[src/rtl/clk_div_pkg.sv]
// clk_div_pkg: shared types and helpers for the programmable clock divider
// Contents: state_t FSM encoding, DIV_MIN, clamp_div() and hi_len() helpers.
package clk_div_pkg;
    typedef enum logic {IDLE, RUN} state_t;
    localparam int DIV_MIN = 2;
    function automatic logic [31:0] clamp_div(input logic [31:0] d);
        return (d < 32'(DIV_MIN)) ? 32'(DIV_MIN) : d;
    endfunction
    function automatic logic [31:0] hi_len(input logic [31:0] n);
        return n - (n >> 1);
    endfunction
endpackage

[src/rtl/clk_div_if.sv]
// clk_div_if: valid/ready divisor configuration port
// Signals: cfg_valid (divisor offered), cfg_div (requested divisor), cfg_ready (controller accepts).
// Modports: master drives the request, slave is the controller side.
interface clk_div_if #(parameter int DIV_W = 8);
    logic             cfg_valid;
    logic [DIV_W-1:0] cfg_div;
    logic             cfg_ready;
    modport master(output cfg_valid, cfg_div, input cfg_ready);
    modport slave(input cfg_valid, cfg_div, output cfg_ready);
endinterface

[src/rtl/clk_div_phase.sv]
// clk_div_phase: period counter, wrap detect and high/low phase compare
// Ports: clk_i, rst, div (divisor in effect), run (FSM in RUN), restart (IDLE->RUN this edge),
//        cnt_wrap (last cycle of the period), clk_next (clk_o value for the next cycle).
module clk_div_phase
    import clk_div_pkg::*;
#(
    parameter int DIV_W = 8
) (
    input  logic             clk_i,
    input  logic             rst,
    input  logic [DIV_W-1:0] div,
    input  logic             run,
    input  logic             restart,
    output logic             cnt_wrap,
    output logic             clk_next
);
    logic [DIV_W-1:0] cnt_q, cnt_d;
    assign cnt_wrap = run && cnt_q == div - 1'b1;
    assign cnt_d    = (run && !cnt_wrap) ? cnt_q + 1'b1 : '0;
    // A new period always starts at cnt 0, which is high for every divisor, so a
    // divisor swapped in at the boundary never affects this compare.
    assign clk_next = (run || restart) && 32'(cnt_d) < hi_len(32'(div));
    always_ff @(posedge clk_i) begin
        if (rst) cnt_q <= '0;
        else     cnt_q <= cnt_d;
    end
endmodule

[src/rtl/clk_div_ctrl.sv]
// clk_div_ctrl: runtime-programmable integer clock divider with boundary-aligned ratio updates
// Ports: clk_i, rst (sync, active-high), en_i (run request), cfg (clk_div_if slave: divisor
//        handshake), clk_o (divided clock), running_o (state is RUN), div_o (divisor in effect),
//        tick_o (period-start pulse, only when CLK_DIV_CTRL_TICK_EN is defined).
module clk_div_ctrl
    import clk_div_pkg::*;
#(
    parameter int DIV_W       = 8,
    parameter int DEFAULT_DIV = 3
) (
    input  logic             clk_i,
    input  logic             rst,
    input  logic             en_i,
    clk_div_if.slave         cfg,
    output logic             clk_o,
    output logic             running_o,
    output logic [DIV_W-1:0] div_o
`ifdef CLK_DIV_CTRL_TICK_EN
    ,
    output logic             tick_o
`endif
);
    state_t           state_q;
    logic             clk_q, running_q, pend_q;
    logic [DIV_W-1:0] div_q, pend_div_q, cfg_div_c;
    logic             run, restart, run_nxt, xfer, cnt_wrap, clk_next;
    assign run       = state_q == RUN;
    assign restart   = !run && en_i;
    // Leaving RUN only happens at a period boundary, so the last period always completes.
    assign run_nxt   = run ? !(cnt_wrap && !en_i) : en_i;
    assign xfer      = cfg.cfg_valid && !pend_q;
    assign cfg_div_c = DIV_W'(clamp_div(32'(cfg.cfg_div)));
    assign cfg.cfg_ready = !pend_q;
    assign clk_o     = clk_q;
    assign running_o = running_q;
    assign div_o     = div_q;
    clk_div_phase #(.DIV_W(DIV_W)) u_phase (
        .clk_i    (clk_i),
        .rst      (rst),
        .div      (div_q),
        .run      (run),
        .restart  (restart),
        .cnt_wrap (cnt_wrap),
        .clk_next (clk_next)
    );
`ifdef CLK_DIV_CTRL_TICK_EN
    logic tick_q;
    assign tick_o = tick_q;
    always_ff @(posedge clk_i) begin
        if (rst) tick_q <= 1'b0;
        else     tick_q <= run_nxt && (restart || cnt_wrap);
    end
`endif
    always_ff @(posedge clk_i) begin
        if (rst) begin
            state_q    <= IDLE;
            clk_q      <= 1'b0;
            running_q  <= 1'b0;
            div_q      <= DIV_W'(DEFAULT_DIV);
            pend_q     <= 1'b0;
            pend_div_q <= '0;
        end else begin
            state_q   <= run_nxt ? RUN : IDLE;
            running_q <= run_nxt;
            clk_q     <= run_nxt && clk_next;
            case (state_q)
                IDLE: if (xfer) div_q <= cfg_div_c;
                RUN: begin
                    // pend_q blocks xfer, so apply and capture never collide; a capture on
                    // the wrap cycle therefore waits for the following boundary.
                    if (cnt_wrap && pend_q) begin
                        div_q  <= pend_div_q;
                        pend_q <= 1'b0;
                    end
                    if (xfer) begin
                        pend_q     <= 1'b1;
                        pend_div_q <= cfg_div_c;
                    end
                end
            endcase
        end
    end
endmodule

[src/flat_wrapper.sv]
// flat-port wrapper written by rule: the top's interface ports become plain ports
module clk_div_ctrl_flat import clk_div_pkg::*;
#(
    parameter int DIV_W       = 8,
    parameter int DEFAULT_DIV = 3
)
  (clk_i, rst, en_i, clk_o, running_o, div_o, cfg_cfg_valid, cfg_cfg_div, cfg_cfg_ready);
  clk_div_if #(.DIV_W(DIV_W)) cfg_i ();
  input  logic clk_i;
  input  logic rst;
  input  logic en_i;
  output logic clk_o;
  output logic running_o;
  output logic [DIV_W-1:0] div_o;
  input wire logic [$bits(cfg_i.cfg_valid)-1:0] cfg_cfg_valid;
  input wire logic [$bits(cfg_i.cfg_div)-1:0] cfg_cfg_div;
  output wire logic [$bits(cfg_i.cfg_ready)-1:0] cfg_cfg_ready;
  assign cfg_i.cfg_valid = cfg_cfg_valid;
  assign cfg_i.cfg_div = cfg_cfg_div;
  assign cfg_cfg_ready = cfg_i.cfg_ready;
  clk_div_ctrl #(.DIV_W(DIV_W), .DEFAULT_DIV(DEFAULT_DIV)) u_core (.clk_i(clk_i), .rst(rst), .en_i(en_i), .cfg(cfg_i), .clk_o(clk_o), .running_o(running_o), .div_o(div_o));
endmodule
[config.mk]
export PLATFORM = sky130hd
export DESIGN_NAME = clk_div_ctrl_flat
export DESIGN_NICKNAME = d
export VERILOG_FILES = /design/src/rtl/clk_div_pkg.sv /design/src/rtl/clk_div_if.sv /design/src/rtl/clk_div_phase.sv /design/src/rtl/clk_div_ctrl.sv /design/src/flat_wrapper.sv
export SDC_FILE = /design/constraint.sdc
export NUM_CORES = 1
export LEC_CHECK = 0
export CAP_MARGIN = 20
export CORE_ASPECT_RATIO = 2
export CORE_UTILIZATION = 54
export CTS_CLUSTER_SIZE = 20
export DETAILED_ROUTE_END_ITERATION = 10
export PLACE_DENSITY = 0.82
export SYNTH_ARGS = -nofsm -noshare
export SYNTH_HDL_FRONTEND = slang
export SYNTH_HIERARCHICAL = 1
export SYNTH_SLANG_ARGS = --single-unit
[constraint.sdc]
create_clock -name clk_i -period 8.05 [get_ports clk_i]
set_input_delay 0.805 -clock clk_i [delete_from_list [all_inputs] [get_ports clk_i]]
set_output_delay 0.805 -clock clk_i [all_outputs]
set_load 0.03 [all_outputs]
==> results of run 1 <==
-- layer usage --
layer  wire (um)  track usage  vias up
li1            -            -      854
met5           0            0        -
met4         301        0.196        0
met3          67       0.0222       18
met2        2720        0.503       35
met1        1580        0.222      790
-- power groups by stage --
stage	clock network (mW)	registers, mW	logic, mW
2_1_floorplan	0	0.160	0.0978
3_3_place_gp	0	0.152	0.143
3_5_place_dp	0	0.152	0.146
4_1_cts	0.0796	0.149	0.146
5_1_grt	0.0822	0.150	0.162
6_report	0.0767	0.149	0.147
-- layout make-up --
class                           count  share of cell area
Sequential cell                    27               0.229
Inverter                           22              0.0351
Tap cell                           49              0.0260
Clock buffer                        4              0.0191
Multi-Input combinational cell    182               0.591
Timing Repair Buffer               24              0.0998
-- tightest hold or removal path: stages (launching register included) --
cell and delay [ns]:
dfxtp_1 0.32, nand2_1 0.05, a21oi_1 0.05
-- cell usage in the layout (no fill, tap or decap), types with 2 or more instances in the layout --
| cell | netlist | layout |
|---|---|---|
| o21ai_0 | 5 | 5 |
| nor2b_1 | 2 | 2 |
| nor3_1 | 9 | 9 |
| a21boi_0 | 3 | 3 |
| buf_4 | 0 | 2 |
| nand2_1 | 16 | 16 |
| mux2i_1 | 6 | 6 |
| nand2b_1 | 3 | 3 |
| a211oi_2 | 6 | 6 |
| clkbuf_8 | 0 | 3 |
| nand3_1 | 3 | 3 |
| o21bai_1 | 2 | 2 |
| nand3b_1 | 4 | 4 |
| nor2_1 | 23 | 23 |
| xor2_1 | 11 | 11 |
| inv_1 | 22 | 22 |
| o21ai_1 | 2 | 2 |
| dfxtp_1 | 27 | 27 |
| and3_4 | 2 | 2 |
| a21oi_1 | 20 | 20 |
| ha_1 | 25 | 25 |
| nand4_1 | 3 | 3 |
| o21a_1 | 2 | 2 |
| xnor2_1 | 14 | 14 |
| clkdlybuf4s50_1 | 0 | 22 |
-- logic make-up (layout without fill, tap and decap cells) --
group	Yosys count	after routing
mux	6	6
buf+inv	28	50
flops	27	27
compound gates	49	49
simple gates	76	76
fa+ha+maj	26	26
xor+xnor	25	25
-- stage by stage --
| step | std cells | power [mW] | cell area, um2 |
|---|---|---|---|
| after floorplan | 237 | 0.257 | 2060 |
| after global placement | 304 | 0.295 | 2310 |
| after detailed placement | 304 | 0.298 | 2310 |
| after CTS | 308 | 0.375 | 2360 |
| after global routing | 308 | 0.394 | 2360 |
| final | 308 | 0.373 | 2360 |
-- sequential cells by signal, summed over array words and instances, names as in the netlist --
name                  flops
u_core/div_o              8
u_core/clk_o              1
u_core/pend_q             1
u_core/run                1
u_core/pend_div_q         8
u_core/u_phase/cnt_q      8
-- worst min-delay path by stage --
stage	start	end	slack, ns	cells after the start
2_1_floorplan	u_core/pend_div_q[2]	u_core/pend_div_q[2]	0.44	2
3_3_place_gp	u_core/pend_div_q[6]	u_core/pend_div_q[6]	0.44	2
3_5_place_dp	u_core/pend_div_q[4]	u_core/pend_div_q[4]	0.45	2
4_1_cts	u_core/pend_div_q[4]	u_core/pend_div_q[4]	0.46	2
5_1_grt	u_core/pend_div_q[7]	u_core/pend_div_q[7]	0.47	2
6_report	u_core/pend_div_q[4]	u_core/pend_div_q[4]	0.46	2
==> impl_metrics.py, run 1 <==
metrics = {
    "critical_path": {
        "max_stage_delay_ns": 0.51,
        "cp.depth": 16,
        "critical_path_class": "register to register",
        "worstPathMaxFanout": 6,
        "cp_data_arrival_time_ns": 3.59,
        "critical_path.startpoint_type": "register",
        "crit_path_cell_trace": "ha_1 -> inv_1 -> fa_1 -> nand2b_1 -> a21oi_1 -> o21ai_0 -> a21oi_1 -> nor2_1 -> xnor2_1 -> ha_1 -> a21oi_1 -> a21boi_0 -> a2111oi_0 -> o21ai_2 -> o21ai_1 -> and2_1",
        "timing.rr.end": "u_core/clk_o",
        "worstPathRequired_ns": 8.27,
        "cp_top_family": "compound AO/OA/AOI/OAI gates",
        "endpoint": "u_core/clk_o",
        "regToRegStartpoint": "u_core/div_o[1]",
        "path_buf_inv": 1,
        "path_common_cell": "a21oi_1",
        "startpoint": "u_core/div_o[1]",
        "reg2reg_slack_ns": 4.68,
        "r2r_cells": 16,
        "cp_slowest_cell": "a2111oi_0",
        "endpoint_kind": "register",
    },
    "sta": {
        "slew_headroom": 0.657,
        "setup_viol": 0,
        "finalCriticalPeriod_ns": 3.37,
        "hold_viol_final": 0,
        "clock.fmax_mhz": 296,
        "skew_ns": 0.00348,
        "fin_hold_ws_ns": 0.457,
        "rsz0062_at_grt": "no",
        "post-route-period-util": 0.419,
        "worst_slack_ns": 4.68,
        "drv_slew": 0,
        "final.setup.tns_ns": 0,
        "worst_pin_slew_ns": 0.501,
    },
    "yosys": {
        "synth_compound_gate_area_share": 0.173,
        "synthSimpleGateAreaFrac": 0.205,
        "syn_nets": 275,
        "synth_edf_count": 0,
        "yosys.area_share.adder": 0.162,
        "ys_seq_elements": 27,
        "synth.area.mux_share": 0.0291,
        "synth_top_area_share": 0.262,
        "synthFlopType": "dfxtp_1",
        "synth_xor_area_frac": 0.106,
        "synth_most_common_cell": "dfxtp_1",
        "synth_area_mm2": 0.00206,
        "ys_seq_area_frac": 0.262,
        "synth.distinct_cells": 46,
        "yosys.area.top_type": "dfxtp_1",
        "yosys-top-cells-count": "27 x dfxtp_1, 25 x ha_1, 23 x nor2_1, 22 x inv_1, 20 x a21oi_1",
        "async_reset_ff_frac": 0,
        "syn_inst": 237,
        "syn_avg_cell_area_um2": 8.70,
        "ys_warn_count": 6,
        "synth_top_family_by_area": "simple AND/OR/NAND/NOR gates",
        "synth_area_leaders": "dfxtp_1 26%, ha_1 15%, xnor2_1 6.0%",
    },
    "cells_and_area": {
        "register_area_um2": 541,
        "area_growth_pct": 14.3,
        "fin_util": 0.646,
        "nets": 298,
        "nFillCells": 334,
        "drive_gt1_frac": 0.0772,
        "multi_input_area_mm2": 0.00139,
        "insertedDiodeCount": 0,
    },
    "drt": {
        "viasPerCell": 5.51,
        "route.detailed.drc": 0,
        "ant_nets": 0,
        "drt_pass1_iterations": 4,
        "wire_per_inst_um": 15.2,
        "drt_iter0_markers": 27,
        "via_count": 1697,
        "wirelength_um": 4670,
    },
    "pwr": {
        "power.share.sequential": 0.399,
        "vdd_drop_max_mv": 0.126,
        "power.leakage_nw": 0.935,
        "switching_share": 0.353,
        "p_per_area_mw_per_mm2": 158,
        "p_int_mw": 0.241,
        "comb_power_share": 0.395,
        "clock_power_share": 0.206,
        "switchingPower_mw": 0.132,
    },
    "clock_network": {
        "cts_resized": 0,
        "cts_sinks": 27,
        "htreeDepth": 1,
        "cts_tree": "built",
        "cts.clk_slew.worst_paths_ns": 0.09,
        "postCtsHoldBufs": 0,
        "cts-root-buf": "clkbuf_8",
        "post_cts_buffers": 0,
        "cts_buffers": 3,
        "insertion_delay_ns": 0.27,
        "cts_buffer_depth": 2,
    },
    "die": {
        "initial_core_util": 0.565,
        "die_width_um": 45.7,
        "io_pins": 23,
        "die_area_mm2": 0.00408,
        "coreArea_mm2": 0.00365,
        "rows": 31,
        "die_height_um": 89.4,
    },
    "grt": {
        "grt_max_degree": 23,
        "grt_pass1_vias": 1700,
        "grt_overflow_total": 0,
        "grt.total_usage": 0.259,
        "grt_pass1_wl_um": 7450,
        "grt_antenna_before_repair": 0,
    },
    "placed_design": {
        "gp_congestion": 0.957,
        "dpl.hpwl_um": 3850,
        "portBuffers": 22,
        "dp_slack_ns": 4.77,
    },
    "worst_hold_path": {
        "hp-class": "register to register",
    },
    "run": {
        "drv_cap": 0,
    },
    "outcome": {
        "status": "finished clean",
    },
}
Note: power is estimated with default switching activity, not from simulation.
==> run 2, diff against run 1 <==
- CORE_UTILIZATION: 54 -> 51
- PLACE_DENSITY: 0.82 -> 0.81
- clock period: 8.05 -> 2.7 ns (I/O delays scaled with it)
==> run 2 against run 1 <==
The run now ends with setup timing left; clock power grew to 3.1 times the previous value; worst setup slack lost 4.8 ns; register-to-register slack lost 4.8 ns; largest cell class unchanged; sequential power grew to 2.9 times the previous value.
==> impl_metrics.py, run 2 (synthesis results as in run 1) <==
metrics = {
    "placed_design": {
        "place_area_mm2": 0.00261,
        "gp_congestion": 0.948,
        "dpl.hpwl_um": 4190,
        "portBuffers": 22,
        "dpl.cell_count": 336,
    },
    "drt": {
        "via_count": 1847,
        "drt_iter0_markers": 12,
        "wire_per_inst_um": 15.2,
        "ant_nets": 0,
        "drt_pass1_iterations": 4,
        "route.detailed.drc": 0,
        "viasPerCell": 5.37,
        "wirelength_um": 5230,
    },
    "critical_path": {
        "cp_top_family": "adder cells",
        "path_buf_inv": 2,
        "worstPathMaxFanout": 5,
        "crit_path_cell_trace": "buf_6 -> ha_4 -> inv_2 -> fa_2 -> nand2b_1 -> a21oi_2 -> o21ai_2 -> a21oi_2 -> nor2_1 -> xnor2_1 -> ha_1 -> nand4_1 -> a21oi_2 -> nand3b_1 -> o21ai_2 -> o21ai_1 -> and2_1",
        "critical_path_class": "register to register",
        "path_common_cell": "a21oi_2",
        "cp_slowest_cell": "dfxtp_4",
        "cp_data_arrival_time_ns": 3.02,
        "max_stage_delay_ns": 0.40,
        "reg2reg_slack_ns": -0.14,
        "critical_path.startpoint_type": "register",
        "worstPathRequired_ns": 2.88,
        "endpoint_kind": "register",
    },
    "cells_and_area": {
        "area_growth_pct": 34.9,
        "layout_commonest_cell": "buf_4",
        "final_area_mm2": 0.00278,
        "drive_gt1_frac": 0.290,
        "fin_util": 0.723,
        "final_cell_mix": "34 x buf_4, 23 x nor2_1, 22 x clkdlybuf4s50_1, 22 x ha_1, 20 x dfxtp_1",
        "nets": 332,
        "instances_no_fill": 344,
        "insertedDiodeCount": 0,
    },
    "sta": {
        "worst_pin_slew_ns": 0.441,
        "rsz0062_at_grt": "yes",
        "setup_viol": 1,
        "post-route-period-util": 1.05,
        "worst_slack_ns": -0.137,
        "hold_viol_final": 0,
        "slew_headroom": 0.706,
        "finalCriticalPeriod_ns": 2.84,
        "clock.fmax_mhz": 352,
        "drv_slew": 0,
        "skew_ns": 0.00226,
    },
    "clock_network": {
        "cts-root-buf": "clkbuf_8",
        "htreeDepth": 1,
        "cts.clk_slew.worst_paths_ns": 0.10,
        "cts_tree": "built",
        "cts_sinks": 27,
        "insertion_delay_ns": 0.28,
        "cts_buffer_depth": 2,
        "cts_buffers": 3,
    },
    "grt": {
        "grt_pass1_vias": 1915,
        "grt_antenna_before_repair": 0,
        "grt_pass1_wl_um": 8250,
        "grt_overflow_total": 0,
        "grt_max_degree": 22,
        "grt.total_usage": 0.266,
    },
    "pwr": {
        "power.leakage_nw": 1.14,
        "vdd_drop_max_mv": 0.384,
        "finalPower_mw": 1.25,
        "p_per_area_mw_per_mm2": 451,
    },
    "worst_hold_path": {
        "hp-class": "register to register",
    },
    "die": {
        "initial_core_util": 0.536,
        "io_pins": 23,
        "die_area_mm2": 0.00431,
        "die_height_um": 91.9,
        "rows": 32,
        "coreArea_mm2": 0.00384,
        "die_width_um": 46.9,
    },
    "outcome": {
        "violations": "setup timing",
        "status": "complete, but fails checks",
    },
    "run": {
        "drv_cap": 0,
    },
}
## run 2: final cells by class
class                           count  area, um2
Clock inverter                      1       5.00
Timing Repair Buffer               58        507
Inverter                           22       90.1
Sequential cell                    27        562
Clock buffer                        3       41.3
Tap cell                           51       63.8
Fill cell                         310       1060
Multi-Input combinational cell    182       1510
## run 2: worst reg2reg max path: stages, from the launching register on
cell and delay, ns:
dfxtp_4 0.40, buf_6 0.11, ha_4 0.12, inv_2 0.04
fa_2 0.33, nand2b_1 0.10, a21oi_2 0.09, o21ai_2 0.19
a21oi_2 0.07, nor2_1 0.11, xnor2_1 0.09, ha_1 0.33
nand4_1 0.14, a21oi_2 0.19, nand3b_1 0.12, o21ai_2 0.12
o21ai_1 0.07, and2_1 0.13
## run 2: repair_timing
item | CTS | global route
setup endpoints to repair | 1 | 1
resized for setup | 5 | 17
hold buffers | 0 | 0
pin swaps | 4 | 13
setup buffers | 1 | 3
## run 2: per-stage QoR
stage                     TNS (ns)  hold slack, ns  setup WS [ns]
after detailed placement    -0.142           0.449         -0.142
after floorplan           -0.00288           0.325       -0.00288
after global routing        -0.222           0.484         -0.222
after global placement      -0.105           0.441         -0.105
after CTS                  -0.0983           0.463        -0.0983
final                       -0.137           0.464         -0.137
## run 2: power by group
part / total (mW) / switching [mW] / internal, mW
logic: 0.578 / 0.297 / 0.281
clock network: 0.237 / 0.134 / 0.104
registers: 0.439 / 0.0196 / 0.420
total: 1.25 / 0.450 / 0.805
## run 2: layer usage
layer  vias to the layer above  share of wire  GRT usage
li1                        928              -          -
met1                       866           0.35      0.255
met2                        35           0.59      0.500
met3                        18          0.013     0.0236
met4                         0          0.044      0.138
met5                         -              0          0
## run 2: path summary, 6_finish.rpt
check / from / endpoint / cells past startpoint
max: u_core/div_o[1] / u_core/clk_o / 17
min: u_core/pend_div_q[7] / u_core/pend_div_q[7] / 2
max reg2reg: u_core/div_o[1] / u_core/clk_o / 17
min reg2reg: u_core/pend_div_q[7] / u_core/pend_div_q[7] / 2
==> run 3, diff against run 2 <==
- CTS_CLUSTER_SIZE: 20 -> 14
==> results of run 3 <==
Final layout, timing and power as in run 2 (identical DEF).
